File: config.mk
export PLATFORM = sky130hd
export DESIGN_NAME = mult_sequencer
export DESIGN_NICKNAME = d
export VERILOG_FILES = /design/src/rtl/mult_pkg.sv /design/src/rtl/mult_bit_counter.sv /design/src/rtl/mult_sequencer.sv
export SDC_FILE = /design/constraint.sdc
export NUM_CORES = 1
export LEC_CHECK = 0
export CAP_MARGIN = 10
export CORE_AREA = 2 2 39 41
export CTS_BUF_LIST = sky130_fd_sc_hd__clkbuf_8
export DETAILED_ROUTE_END_ITERATION = 7
export DIE_AREA = 0 0 41 43
export SYNTH_ARGS = -nofsm -noshare
export SYNTH_HDL_FRONTEND = slang
export SYNTH_SLANG_ARGS = --single-unit
File: constraint.sdc
create_clock -name Clk -period 1.3 [get_ports Clk]
set_input_delay 0.195 -clock Clk [delete_from_list [all_inputs] [get_ports Clk]]
set_output_delay 0.195 -clock Clk [all_outputs]
set_load 0.01 [all_outputs]
File: src/rtl/mult_pkg.sv
// mult_pkg: shared sequencer state encoding and default operand width
package mult_pkg;
  typedef enum logic [2:0] {IDLE, LOAD, OP, SHIFT, DONE} seq_state_t;
  localparam int MULT_WIDTH_DEFAULT = 8;
endpackage

File: src/rtl/mult_bit_counter.sv
// mult_bit_counter: iteration counter with sync clear, enable and terminal-count flag
module mult_bit_counter #(
  parameter int WIDTH = 8,
  parameter int CNT_W = $clog2(WIDTH)
) (
  input  logic             clk,
  input  logic             clr,
  input  logic             en,
  output logic [CNT_W-1:0] cnt,
  output logic             last
);
  logic [CNT_W-1:0] cnt_q, cnt_d;
  // Saturates at WIDTH-1 so the index never wraps
  always_comb cnt_d = clr ? '0 : (en && !last) ? cnt_q + CNT_W'(1) : cnt_q;
  always_ff @(posedge clk) cnt_q <= cnt_d;
  assign cnt  = cnt_q;
  assign last = cnt_q == CNT_W'(WIDTH - 1);
endmodule

File: src/rtl/mult_sequencer.sv
// mult_sequencer: valid/ready sequencer stepping a shift-add signed multiplier datapath
module mult_sequencer
  import mult_pkg::*;
#(
  parameter int WIDTH = MULT_WIDTH_DEFAULT,
  parameter int CNT_W = $clog2(WIDTH)
) (
  input  logic             Clk,
  input  logic             Reset,
  input  logic             in_valid,
  output logic             in_ready,
  output logic             out_valid,
  input  logic             out_ready,
  input  logic             M,
  output logic             Ld_S,
  output logic             Ld_B,
  output logic             Clr_XA,
  output logic             Add,
  output logic             Sub,
  output logic             Shift_En,
  output logic             busy,
  output logic [CNT_W-1:0] bit_idx
);
  seq_state_t state_q, state_d;
  logic       last;
  mult_bit_counter #(.WIDTH(WIDTH), .CNT_W(CNT_W)) u_cnt (
    .clk (Clk),
    .clr (!Reset || state_q == LOAD),
    .en  (state_q == SHIFT),
    .cnt (bit_idx),
    .last(last)
  );
  always_comb begin
    state_d = state_q;
    case (state_q)
      IDLE:    state_d = in_valid ? LOAD : IDLE;
      LOAD:    state_d = OP;
      OP:      state_d = SHIFT;
      SHIFT:   state_d = last ? DONE : OP;
      DONE:    state_d = out_ready ? IDLE : DONE;
      default: state_d = IDLE;
    endcase
    in_ready  = state_q == IDLE;
    out_valid = state_q == DONE;
    Ld_S      = state_q == LOAD;
    Ld_B      = state_q == LOAD;
    Clr_XA    = state_q == LOAD;
    // The final iteration weighs the multiplier sign bit negatively
    Add       = state_q == OP && M && !last;
    Sub       = state_q == OP && M && last;
    Shift_En  = state_q == SHIFT;
    busy      = state_q == LOAD || state_q == OP || state_q == SHIFT || state_q == DONE;
  end
  always_ff @(posedge Clk) state_q <= !Reset ? IDLE : state_d;
endmodule

### Yosys cells after proc, flatten, opt, wreduce, memory -nomap -nowiden

Index checks and enable logic that the tools add are counted.
W data, S select, Z words.

| word-level totals | value |
|---|---|
| register bits | 6 |
| input bits | 5 |
| output and inout bits | 12 |
| word-level logic and storage cells | 23 |

| cells by class | value |
|---|---|
| $add $sub $neg | 1 |
| equality and inequality tests | 5 |
| muxes and demuxes | 4 |
| reduce and logical (&&, ||, !) cells | 11 |

Operator list:

| cell | number |
|---|---|
| $pmux W3 S5 | 1 |
| $eq A3 B2 Y1 const B | 2 |
| $eq A3 B3 Y1 const B | 2 |
| $mux W3 | 2 |
| $logic_and A1 B1 Y1 | 4 |
| $logic_or A1 B1 Y1 | 4 |
| $add A3 B1 Y3 const B | 1 |
| $eq A3 B1 Y1 const B | 1 |
| $logic_not A3 Y1 | 1 |
| $logic_not A1 Y1 | 2 |
| $mux W1 | 1 |

### Depth between registers and ports, before layout

| logic depth | value |
|---|---|
| depth in word-level cells | 4 |
| gate-level depth with buffers | 4 |
| depth with buffers taken out | 4 |

### Hierarchy

From an unflattened synthesis, not the netlist that was laid out.

| unflattened totals | value |
|---|---|
| cells, all modules | 42 |
| area, all modules | 389.1 um^2 |

By module, submodules not included:

| module | instances | cells an instance | area an instance (um^2) | seq. area each (um^2) |
|---|---|---|---|---|
| mult_sequencer | 1 | 27 | 220.2 | 60.1 |
| mult_bit_counter | 1 | 15 | 168.9 | 60.1 |

### Worst setup path before layout

No wires, ideal clock.

| timing path | value |
|---|---|
| path type | register to register |
| start | register u_cnt.cnt_q[0], in the netlist u_cnt.cnt[0] |
| end | register u_cnt.cnt_q[1], in the netlist u_cnt.cnt[1] |
| library setup time | 75 ps |
| arrival | 1285 ps |
| required time | 1225 ps |
| slack | -60 ps |
| stages on the path, launching flop included | 5 |
| buffers on the path | 0 |
| period minus slack after synthesis | 1360 ps |
| cells stage by stage | dfxtp_1 -> ha_1 -> ha_1 -> or3_4 -> o22ai_1 |

| between the ends | value |
|---|---|
| longest elaborated chain between the ends | 3 |
| elaborated cells on any way between the ends | 4 |
| classes of those cells | add/sub (1); eq/ne (1); reduce/logical (2) |

RTL lines:

| item | RTL line | RTL |
|---|---|---|
| from (decl) | mult_bit_counter.sv:12 | `logic [CNT_W-1:0] cnt_q, cnt_d;` |
| from (signal assigned) | mult_bit_counter.sv:15 | `always_ff @(posedge clk) cnt_q <= cnt_d;` |
| branches (longest 3 deep; another with $add A3 B1 Y3) | n/a |  |

Several ways; the timed one is not identified.
A chain may end at the register's enable or synchronous reset.

### Worst setup path after layout

| timing path | value |
|---|---|
| start | register u_cnt.cnt_q[0], in the netlist u_cnt.cnt[0] |
| end | register u_cnt.cnt_q[0], in the netlist u_cnt.cnt[0] |

The elaborated chain is that of the path after synthesis.

==> results.md <==
- Outcome: finished, violations left
- Failing checks: setup timing
- N_diodes: 0
- Initial antenna violation count: 0
- Leak: roughly 0.31 nW
- Clock slew at reported path FFs: 0.04 ns
- Syn nets: 50
- Die width: about 41 um
- Worst Path Max Fanout: 3
- Die height: 43 um
- Num CTS Buffers: 3
- Nets: 81
- Worst slew pin tran: 0.308 ns
- Layout cell share with drive strength beyond 1: 0.634
- Standard-cell rows: 14
- Synthesis-to-finish area growth: 87.9%
- Worst Setup SP: u_cnt.cnt[0]$_SDFFE_PP0P_
- Max-Cap Viols: 0
- Startpoint types: flip-flop
- Req. time, crit path: 1.44 ns
- Instance area after placement: 618 sq um
- TritonRoute pass-1 iters: 4
- Synthesized instance count: 42
- Hold_ws: approximately 0.55 ns
- Slew headroom: 0.794
- Final Critical Period: about 1.4 ns
- RR Startpoint: u_cnt.cnt[0]$_SDFFE_PP0P_
- Hold Path Origin: in_valid
- CTS tree: yes
- Vias in the first global route: ~370
- Critical path class: reg -> reg
- Crit path capture type: flip-flop
- Clock H-tree levels: 1
- Post-Syn Area: approximately 380 sq um
- Core Footprint: 1380 sq um
- Slew Limit Fails: 0
- Total Power: 0.613 mW
- Global-route wire length before repair: ~1500 um
- DP Wirelength: 663 um
- Max VDD drop: 417 uV
- I/O pin cnt: 17
- Clock Path Buffers: 2
- Worst Setup EP: u_cnt.cnt[0]$_SDFFE_PP0P_
- Worst Path Arrival: 1.50 ns
- Die area: 1760 sq um
- Worst flop-to-flop path endpoint: u_cnt.cnt[0]$_SDFFE_PP0P_
- CTS Sinks: 6
- FF+latch count, synth: 6
- # port buffers: 16
- Fmax: around 730 MHz
- Vias per cell: 4.61
- Post-Layout Inst Area: 717 sq um
- Flop2flop setup slack: -0.07 ns
- Sequential fraction of the synthesis area: 0.315
- Gr usage total: 0.124
- Placer Congestion: 0.675
- Hold WC Path Type: in -> reg
- Vias: between 400 and 500
- Initial DRC Count: 6
- Setup Viol. Count Final: 5
- Overflow after GRT: 0
- Starting density of the core: 0.276
- WL/cell: 11.5 um
- Ys Warns: 0
- Skew final: roughly 0.0037 ns
- Netlist cell types: 23
- RSZ-0062 raised after global routing: yes
- Final antenna-violating net count: 0
- Root Buffer Master: clkbuf_8
- Cells on worst reg2reg path: 5
- Latest clock arrival within the worst-skew pair: 0.22 ns
- Final wirelength: about 1000 um
- Core Util, Final: 0.518
- Endpoints failing hold: 0
- Pwr dens: 855 nW/um^2
- Worst setup margin: -0.0679 ns
- Detailed-route DRC error count: 0
- Final period util: 1.05
- Syn Area/Cell: approximately 9.1 sq um
- Largest net degree at the start of global routing: 10
[cell usage in the layout (no fill, tap or decap)]
master           instances
buf_2                    8
nor4b_1                  1
inv_1                    1
nor3b_2                  1
nand3b_1                 2
dfxtp_4                  2
and4bb_2                 1
nor2_1                   2
ha_4                     3
or3_4                    1
nand3_1                  1
dfxtp_1                  1
nand4b_1                 1
a21oi_2                  1
clkdlybuf4s50_1          4
dfxtp_2                  3
xnor2_1                  1
nor2_4                   2
nand2b_1                 1
clkbuf_8                 3
and2_2                   1
nand2_1                  5
o22ai_2                  2
dlygate4sd2_1            3
buf_6                    2
nor3_1                   1
a21boi_0                 1
buf_4                   12
nand2b_4                 1
clkbuf_2                 1
o22ai_1                  1
nor3_2                   1
[logic make-up after synthesis]
group                      count (synthesis)  synth area share
AOI/OAI and AO/OA                          5            0.0820
xor gates and xnor gates                   1            0.0230
adders and majority gates                  3            0.0984
buffers and inverters                      5             0.115
DFF                                        6             0.315
and+or+nand+nor                           22             0.367
[critical path, cell delays in order (launching register included)]
cell and delay, ns:
dfxtp_2 0.33, ha_4 0.17, ha_4 0.17, buf_6 0.11
or3_4 0.35, o22ai_1 0.15
[power breakdown]
group / internal, mW / switching, mW
sequential: 0.192 / 0.0113
combinational: 0.0767 / 0.0568
clock: 0.199 / 0.0779
[cell usage after synthesis (all sizes together)]
cell,instances,share of area
a21boi,1,0.020
a21oi,1,0.013
and2,1,0.020
and4bb,1,0.033
buf,3,0.069
clkbuf,1,0.036
dfxtp,6,0.31
ha,3,0.098
inv,1,0.0098
nand2,5,0.049
nand2b,2,0.052
nand3,1,0.013
nand3b,2,0.039
nand4b,1,0.023
nor2,4,0.039
nor3,2,0.026
nor3b,1,0.020
nor4b,1,0.023
o22ai,3,0.049
or3,1,0.030
xnor2,1,0.023
[flip-flops by register name, summed over array words and instances, names as in the netlist]
name and flops:
u_cnt.cnt 3, state_q 3
[cell type report]
type	count	area [sq um]
clock buffers	3	41.3
fillers	135	667
multi-input cells	31	297
well taps	16	20.0
flip-flops and latches	6	131
inverters	1	3.75
repair buffers	30	224
[per-layer routing]
| layer | part of all wire | global-route usage |
|---|---|---|
| met2 | 0.47 | 0.203 |
| met3 | 0.065 | 0.0157 |
| met4 | 0.013 | 0.0800 |
| met5 | 0 | 0 |
| met1 | 0.46 | 0.141 |
[per-stage QoR]
step,setup slack [ns],cells,TNS (ns)
2_1_floorplan,0.0136,42,0
4_1_cts,-0.0686,85,-0.236
6_report,-0.0679,87,-0.244
5_1_grt,-0.0925,87,-0.420
3_3_place_gp,-0.387,82,-1.98
3_5_place_dp,-0.382,82,-2.09
[worst min-delay path by stage]
stage	to	slack (ns)	depth (start not counted)
floorplan	u_cnt.cnt[0]$_SDFFE_PP0P_	0.34	2
global placement	state_q[2]$_SDFF_PN0_	0.57	2
detailed placement	state_q[2]$_SDFF_PN0_	0.59	2
CTS	state_q[2]$_SDFF_PN0_	0.55	2
global route	state_q[2]$_SDFF_PN0_	0.58	2
finish	state_q[0]$_SDFF_PN0_	0.55	3
[repair_timing]
action	CTS	global route
hold buffers	0	0
setup buffers	0	2
resized for setup	48	12
pin swaps	6	3
setup endpoints to repair	15	12
Power figures use the tool's default switching activity.
